[src/rtl/qbert_pkg.sv]
// Shared Q*bert types: jump command encoding (also used by the sprite layer),
// controller FSM states and pyramid geometry helpers.
package qbert_pkg;

  localparam int unsigned NROWS = 7;

  typedef enum logic [2:0] {
    JUMP_NONE = 3'b000,
    JUMP_DR   = 3'b001,
    JUMP_DL   = 3'b010,
    JUMP_UR   = 3'b011,
    JUMP_UL   = 3'b100
  } jump_t;

  typedef enum logic [2:0] {
    ST_IDLE,
    ST_ISSUE,
    ST_MOVING,
    ST_LAND,
    ST_OVER
  } state_t;

  function automatic logic jump_is_bad(input jump_t j, input logic [2:0] row,
                                       input logic [2:0] col, input logic [2:0] last_row);
    logic bad;
    bad = 1'b0;
    case (j)
      JUMP_DR, JUMP_DL: bad = (row == last_row);
      JUMP_UR:          bad = (row == 3'd0) || (col == row);
      JUMP_UL:          bad = (row == 3'd0) || (col == 3'd0);
      default:          bad = 1'b0;
    endcase
    return bad;
  endfunction

  // Returns {row, col} of the destination cube; only meaningful for a valid jump.
  function automatic logic [5:0] jump_target(input jump_t j, input logic [2:0] row,
                                             input logic [2:0] col);
    logic [5:0] tgt;
    tgt = {row, col};
    case (j)
      JUMP_DR: tgt = {row + 3'd1, col + 3'd1};
      JUMP_DL: tgt = {row + 3'd1, col};
      JUMP_UR: tgt = {row - 3'd1, col};
      JUMP_UL: tgt = {row - 3'd1, col - 3'd1};
      default: tgt = {row, col};
    endcase
    return tgt;
  endfunction

endpackage

[src/rtl/btn_debounce.sv]
// One button: 2-FF synchroniser, stable-level counter, rising-edge press pulse.
module btn_debounce #(
  parameter int unsigned DEBOUNCE_CYCLES = 500000
) (
  input  logic i_clk,
  input  logic i_rst,
  input  logic i_btn,
  output logic o_press
);

  localparam int unsigned CW = (DEBOUNCE_CYCLES > 1) ? $clog2(DEBOUNCE_CYCLES) : 1;
  localparam logic [CW-1:0] CNT_LAST = CW'(DEBOUNCE_CYCLES - 1);

  logic          r_sync1;
  logic          r_sync2;
  logic          r_stable;
  logic          r_stable_d;
  logic [CW-1:0] r_cnt;

  // The synchronised level must differ from the accepted level for
  // DEBOUNCE_CYCLES consecutive cycles before it is taken.
  always_ff @(posedge i_clk) begin
    if (i_rst) begin
      r_sync1    <= 1'b0;
      r_sync2    <= 1'b0;
      r_stable   <= 1'b0;
      r_stable_d <= 1'b0;
      r_cnt      <= '0;
    end else begin
      r_sync1    <= i_btn;
      r_sync2    <= r_sync1;
      r_stable_d <= r_stable;
      if (r_sync2 == r_stable) begin
        r_cnt <= '0;
      end else if (r_cnt == CNT_LAST) begin
        r_stable <= r_sync2;
        r_cnt    <= '0;
      end else begin
        r_cnt <= r_cnt + 1'b1;
      end
    end
  end

  assign o_press = r_stable & ~r_stable_d;

endmodule

[src/rtl/qbert_jump_ctrl.sv]
// Q*bert jump controller: turns debounced button presses into jump commands,
// runs the sprite-layer move handshake, tracks cube position and lives.
module qbert_jump_ctrl #(
  parameter int unsigned NROWS           = 7,
  parameter int unsigned DEBOUNCE_CYCLES = 500000,
  parameter int unsigned LIVES           = 3
) (
  input  logic       clk,
  input  logic       reset,
  input  logic       nios_start_qbert,
  input  logic [3:0] btn_dir,
  input  logic       done_move,
  output logic [2:0] qbert_jump,
  output logic       bad_jump,
  output logic [2:0] cube_row,
  output logic [2:0] cube_col,
  output logic       cube_hit,
  output logic [1:0] lives,
  output logic       game_over
);

  import qbert_pkg::*;

  localparam logic [2:0] LAST_ROW   = 3'(NROWS - 1);
  localparam logic [1:0] LIVES_INIT = 2'(LIVES);

  state_t     r_state, w_state_nxt;
  jump_t      r_jump, w_jump_nxt;
  logic       r_bad, w_bad_nxt;
  logic [2:0] r_row, w_row_nxt;
  logic [2:0] r_col, w_col_nxt;
  logic       r_hit, w_hit_nxt;
  logic [1:0] r_lives, w_lives_nxt;
  logic       w_restart;
  logic [3:0] w_press;
  jump_t      w_req;
  logic [5:0] w_tgt;

  assign w_restart = reset | nios_start_qbert;

  for (genvar g = 0; g < 4; g++) begin : g_btn
    btn_debounce #(
      .DEBOUNCE_CYCLES(DEBOUNCE_CYCLES)
    ) u_debounce (
      .i_clk  (clk),
      .i_rst  (w_restart),
      .i_btn  (btn_dir[g]),
      .o_press(w_press[g])
    );
  end

  // Anything other than exactly one press event maps to no request.
  always_comb begin
    w_req = JUMP_NONE;
    case (w_press)
      4'b0001: w_req = JUMP_DR;
      4'b0010: w_req = JUMP_DL;
      4'b0100: w_req = JUMP_UR;
      4'b1000: w_req = JUMP_UL;
      default: w_req = JUMP_NONE;
    endcase
  end

  assign w_tgt = jump_target(r_jump, r_row, r_col);

  always_comb begin
    w_state_nxt = r_state;
    w_jump_nxt  = r_jump;
    w_bad_nxt   = r_bad;
    w_row_nxt   = r_row;
    w_col_nxt   = r_col;
    w_hit_nxt   = 1'b0;
    w_lives_nxt = r_lives;
    case (r_state)
      ST_IDLE: begin
        if (w_req != JUMP_NONE) begin
          w_jump_nxt  = w_req;
          w_bad_nxt   = jump_is_bad(w_req, r_row, r_col, LAST_ROW);
          w_state_nxt = ST_ISSUE;
        end
      end
      ST_ISSUE: begin
        if (!done_move) w_state_nxt = ST_MOVING;
      end
      ST_MOVING: begin
        // Landing is committed on the edge into LAND so that position, lives
        // and the hit pulse are already visible while the FSM sits in LAND.
        if (done_move) begin
          w_state_nxt = ST_LAND;
          w_jump_nxt  = JUMP_NONE;
          w_bad_nxt   = 1'b0;
          if (r_bad) begin
            w_row_nxt   = '0;
            w_col_nxt   = '0;
            w_lives_nxt = (r_lives == '0) ? '0 : r_lives - 2'd1;
          end else begin
            w_row_nxt = w_tgt[5:3];
            w_col_nxt = w_tgt[2:0];
            w_hit_nxt = 1'b1;
          end
        end
      end
      ST_LAND: w_state_nxt = (r_lives == '0) ? ST_OVER : ST_IDLE;
      ST_OVER: w_state_nxt = ST_OVER;
      default: w_state_nxt = ST_IDLE;
    endcase
  end

  always_ff @(posedge clk) begin
    if (w_restart) begin
      r_state <= ST_IDLE;
      r_jump  <= JUMP_NONE;
      r_bad   <= 1'b0;
      r_row   <= '0;
      r_col   <= '0;
      r_hit   <= 1'b0;
      r_lives <= LIVES_INIT;
    end else begin
      r_state <= w_state_nxt;
      r_jump  <= w_jump_nxt;
      r_bad   <= w_bad_nxt;
      r_row   <= w_row_nxt;
      r_col   <= w_col_nxt;
      r_hit   <= w_hit_nxt;
      r_lives <= w_lives_nxt;
    end
  end

  assign qbert_jump = r_jump;
  assign bad_jump   = r_bad;
  assign cube_row   = r_row;
  assign cube_col   = r_col;
  assign cube_hit   = r_hit;
  assign lives      = r_lives;
  assign game_over  = (r_state == ST_OVER);

endmodule

[config.mk]
export PLATFORM = sky130hd
export DESIGN_NAME = qbert_jump_ctrl
export DESIGN_NICKNAME = d
export VERILOG_FILES = /design/src/rtl/qbert_pkg.sv /design/src/rtl/btn_debounce.sv /design/src/rtl/qbert_jump_ctrl.sv
export SDC_FILE = /design/constraint.sdc
export NUM_CORES = 1
export LEC_CHECK = 0
export CAP_MARGIN = 20
export CELL_PAD_IN_SITES_DETAIL_PLACEMENT = 1
export CELL_PAD_IN_SITES_GLOBAL_PLACEMENT = 2
export CORE_MARGIN = 10
export CORE_UTILIZATION = 40
export DETAILED_ROUTE_END_ITERATION = 8
export GPL_TIMING_DRIVEN = 0
export PLACE_DENSITY_LB_ADDON = 0.1
export SETUP_SLACK_MARGIN = 0.1
export SYNTH_ARGS = -nofsm -noshare
export SYNTH_HDL_FRONTEND = slang
export SYNTH_SLANG_ARGS = --single-unit
[constraint.sdc]
create_clock -name clk -period 4.4 [get_ports clk]
set_input_delay 0.66 -clock clk [delete_from_list [all_inputs] [get_ports clk]]
set_output_delay 0.66 -clock clk [all_outputs]
set_load 0.02 [all_outputs]
==> impl_metrics.env <==
export IMPL_nNetsFinal=602
export IMPL_root_buffer="clkbuf_16"
export IMPL_netlist_instances=553
export IMPL_critPathTopFamily="buffers and inverters"
export IMPL_crit_arrival_ns=1.72
export IMPL_clkTransAtPathRegs_ns=0.07
export IMPL_syn_area_per_cell_um2=8.74
export IMPL_hold_path_startpoint="g_btn[1].u_debounce.r_sync1"
export IMPL_htree_levels=3
export IMPL_drive_gt1_share_pct=5.59
export IMPL_skew_ns=0.00664
export IMPL_reg2reg_slack_ns=2.29
export IMPL_cp_required_ns=3.74
export IMPL_grt_pass1_vias=3620
export IMPL_maxSlewHeadroom_pct=55.3
export IMPL_critPathCaptureType="output pin"
export IMPL_synth_edf_count=0
export IMPL_final_util_pct=46.3
export IMPL_wl_met1_um=4860
export IMPL_setup_viol=0
export IMPL_holdWs_ns=0.435
export IMPL_hold_path_end="g_btn[1].u_debounce.r_sync2"
export IMPL_post_synth_instance_area_um2=4830
export IMPL_synth_area_leader_cell="dfxtp_1"
export IMPL_ys_top_cells_by_count="115 x nor2_1, 108 x dfxtp_1, 42 x xor2_1, 41 x xnor2_1, 36 x nand2_1"
export IMPL_path_cells="buf_2 -> nor3b_1 -> clkdlybuf4s50_1"
export IMPL_regToRegEndpoint="cube_col[2]"
export IMPL_worst_path_buf_inv=2
export IMPL_holdBufCountCts=0
export IMPL_clk_latency_ns=0.34
export IMPL_ir_drop_mv=0.219
export IMPL_fin_crit_ns=2.38
export IMPL_p_switching_uw=373
export IMPL_final_period_utilization_pct=54.1
export IMPL_async_reset_ff_share_pct=0
export IMPL_rows=40
export IMPL_clockBufferDepth=2
export IMPL_yosys_warnings=0
export IMPL_yosysSeqAreaShare_pct=44.8
export IMPL_power_share_clock_pct=43.7
export IMPL_first_pass_iters=4
export IMPL_post_cts_buffers=0
export IMPL_coreArea_um2=11900
export IMPL_syn_num_nets=570
export IMPL_p_leak_nw=1.79
export IMPL_grt_ovfl_total=0
export IMPL_setup_ws_ns=2.02
export IMPL_comb_power_share_pct=1.2
export IMPL_swShare_pct=21.0
export IMPL_vias=3725
export IMPL_max_cap_violations=0
export IMPL_ys_types=50
export IMPL_drcViolationCount=0
export IMPL_critPathMaxFanout=7
export IMPL_wl_per_cell_um=13.5
export IMPL_hpwl_um=7340
export IMPL_p_int_mw=1.40
export IMPL_grt_pass1_wl_um=17500
export IMPL_slowest_delay_ns=0.66
export IMPL_antenna_found_initial=0
export IMPL_ys_seq_elements=108
export IMPL_drt_iter0_markers=116
export IMPL_rsz0062_at_grt="false"
export IMPL_p_per_area_nw_per_um2=322
export IMPL_hold_path_class="reg2reg"
export IMPL_wl_met3_um=357
export IMPL_place_congestion=0.777
export IMPL_yosysMostFrequentCell="nor2_1"
export IMPL_cts_tree="yes"
export IMPL_track_usage_pct=12.6
export IMPL_die_w_um=130
export IMPL_die_h_um=130
export IMPL_grt_max_degree=18
export IMPL_io_pins=22
export IMPL_path_class="reg2out"
export IMPL_slew_violations=0
export IMPL_outcome="complete, no violations"
export IMPL_pre_cts_slack_ns=1.75
export IMPL_cts_sinks=108
export IMPL_highest_layer="met4"
export IMPL_wl_um=9980
export IMPL_hold_path_depth=1
export IMPL_reg2regPathDepth=8
export IMPL_hold_viol=0
export IMPL_totalPowerFinal_mw=1.78
export IMPL_drtAntennaViolNets=0
export IMPL_synth_main_ff_cell="dfxtp_1"
export IMPL_slowest_stage="clkdlybuf4s50_1"
export IMPL_fmax_mhz=420
export IMPL_port_buffers=21
export IMPL_power_frac_seq_pct=55.1
export IMPL_syn2layout_area_growth_pct=14.1
export IMPL_synthTopCellsByArea="dfxtp_1 45%, nor2_1 8.9%, xor2_1 7.6%"
export IMPL_viasPerCell=5.05
export IMPL_yosysTopAreaCellShare_pct=44.8
export IMPL_start_util_pct=40.6
export IMPL_dieArea_um2=16900
export IMPL_crit_path_start_kind="register"
export IMPL_finalSetupTns_ns=0
export IMPL_diodes=0
export IMPL_tightest_slew_ns=0.665
export IMPL_fillers=1424
export IMPL_cts_resized=0
export IMPL_cts_buffers=9
export IMPL_wl_met2_um=4680
export IMPL_r2r_start="qbert_jump[2]"
[registers in the layout, indices dropped and copies added, names as in the netlist]
name,count
g_btn.u_debounce.r_stable,4
g_btn.u_debounce.r_cnt,76
r_state,3
g_btn.u_debounce.r_stable_d,4
g_btn.u_debounce.r_sync1,4
cube_hit,1
bad_jump,1
cube_row,3
lives,2
qbert_jump,3
g_btn.u_debounce.r_sync2,4
cube_col,3
[through the flow]
step / std cells / cell area (um2)
floorplan: 553 / 4830
global placement: 721 / 5230
detailed placement: 721 / 5230
CTS: 737 / 5510
global route: 737 / 5510
finish: 737 / 5510
[routing by layer]
layer | vias up | track usage [%]
li1 | 1915 | -
met1 | 1776 | 16.2
met2 | 24 | 20.1
met3 | 10 | 4.02
met4 | 0 | 3.17
met5 | - | 0
[how the worst max path moves through the flow]
stage | slack (ns) | cells after the start | start | endpoint
2_1_floorplan | 2.43 | 8 | qbert_jump[2] | cube_col[2]
3_3_place_gp | 1.80 | 7 | nios_start_qbert | g_btn[3].u_debounce.r_cnt[15]
3_5_place_dp | 1.75 | 7 | nios_start_qbert | g_btn[2].u_debounce.r_cnt[16]
4_1_cts | 1.98 | 3 | r_state[0] | game_over
5_1_grt | 1.89 | 3 | r_state[0] | game_over
6_report | 2.02 | 3 | r_state[0] | game_over
[layout by cell type (no fill, tap or decap), drive strengths merged, types with 3 or more instances in the layout]
cell / Yosys / final
nor4b: 4 / 4
clkinv: 0 / 3
xnor2: 41 / 41
nor3b: 5 / 5
or3: 5 / 5
nand4: 21 / 21
nor3: 18 / 18
nand2b: 3 / 3
a21oi: 7 / 7
and3: 9 / 9
and4: 3 / 3
nand3: 32 / 32
nor4: 5 / 5
ha: 8 / 8
or2: 3 / 3
or4: 4 / 4
dfxtp: 108 / 108
buf: 10 / 10
o21ai: 7 / 7
clkdlybuf4s50: 0 / 21
nor2: 115 / 115
clkbuf: 7 / 18
nand2: 36 / 36
mux2i: 5 / 5
and2: 15 / 15
xor2: 42 / 42
nor2b: 9 / 9
inv: 13 / 14
[final cells by class]
class / count / area, um2 / share of cell area (%)
multi-input cells: 415 / 2530 / 45.9
flip-flops and latches: 108 / 2160 / 39.2
clock buffers: 11 / 253 / 4.58
repair buffers: 21 / 210 / 3.81
well taps: 147 / 184 / 3.34
plain buffers: 17 / 87.6 / 1.59
inverters: 13 / 48.8 / 0.885
clock inverters: 5 / 35.0 / 0.635
[power groups by stage]
| stage | sequential (mW) | combinational, mW | clock, mW |
|---|---|---|---|
| CTS | 0.979 | 0.0215 | 0.814 |
| detailed placement | 1.00 | 0.0215 | 0 |
| global route | 0.980 | 0.0236 | 0.857 |
| floorplan | 1.00 | 0.00957 | 0 |
| finish | 0.980 | 0.0207 | 0.777 |
| global placement | 1.00 | 0.0212 | 0 |
[logic make-up (layout without fill, tap and decap cells)]
logic type / Yosys count / in the layout / synth area share, %
simple gates: 294 / 294 / 30.6
flops: 108 / 108 / 44.8
xor+xnor: 83 / 83 / 15.0
buf+inv: 30 / 67 / 2.82
compound gates: 24 / 24 / 3.21
fa+ha+maj: 9 / 9 / 2.49
mux: 5 / 5 / 1.04
No activity file was read; power rests on OpenSTA's default activity.
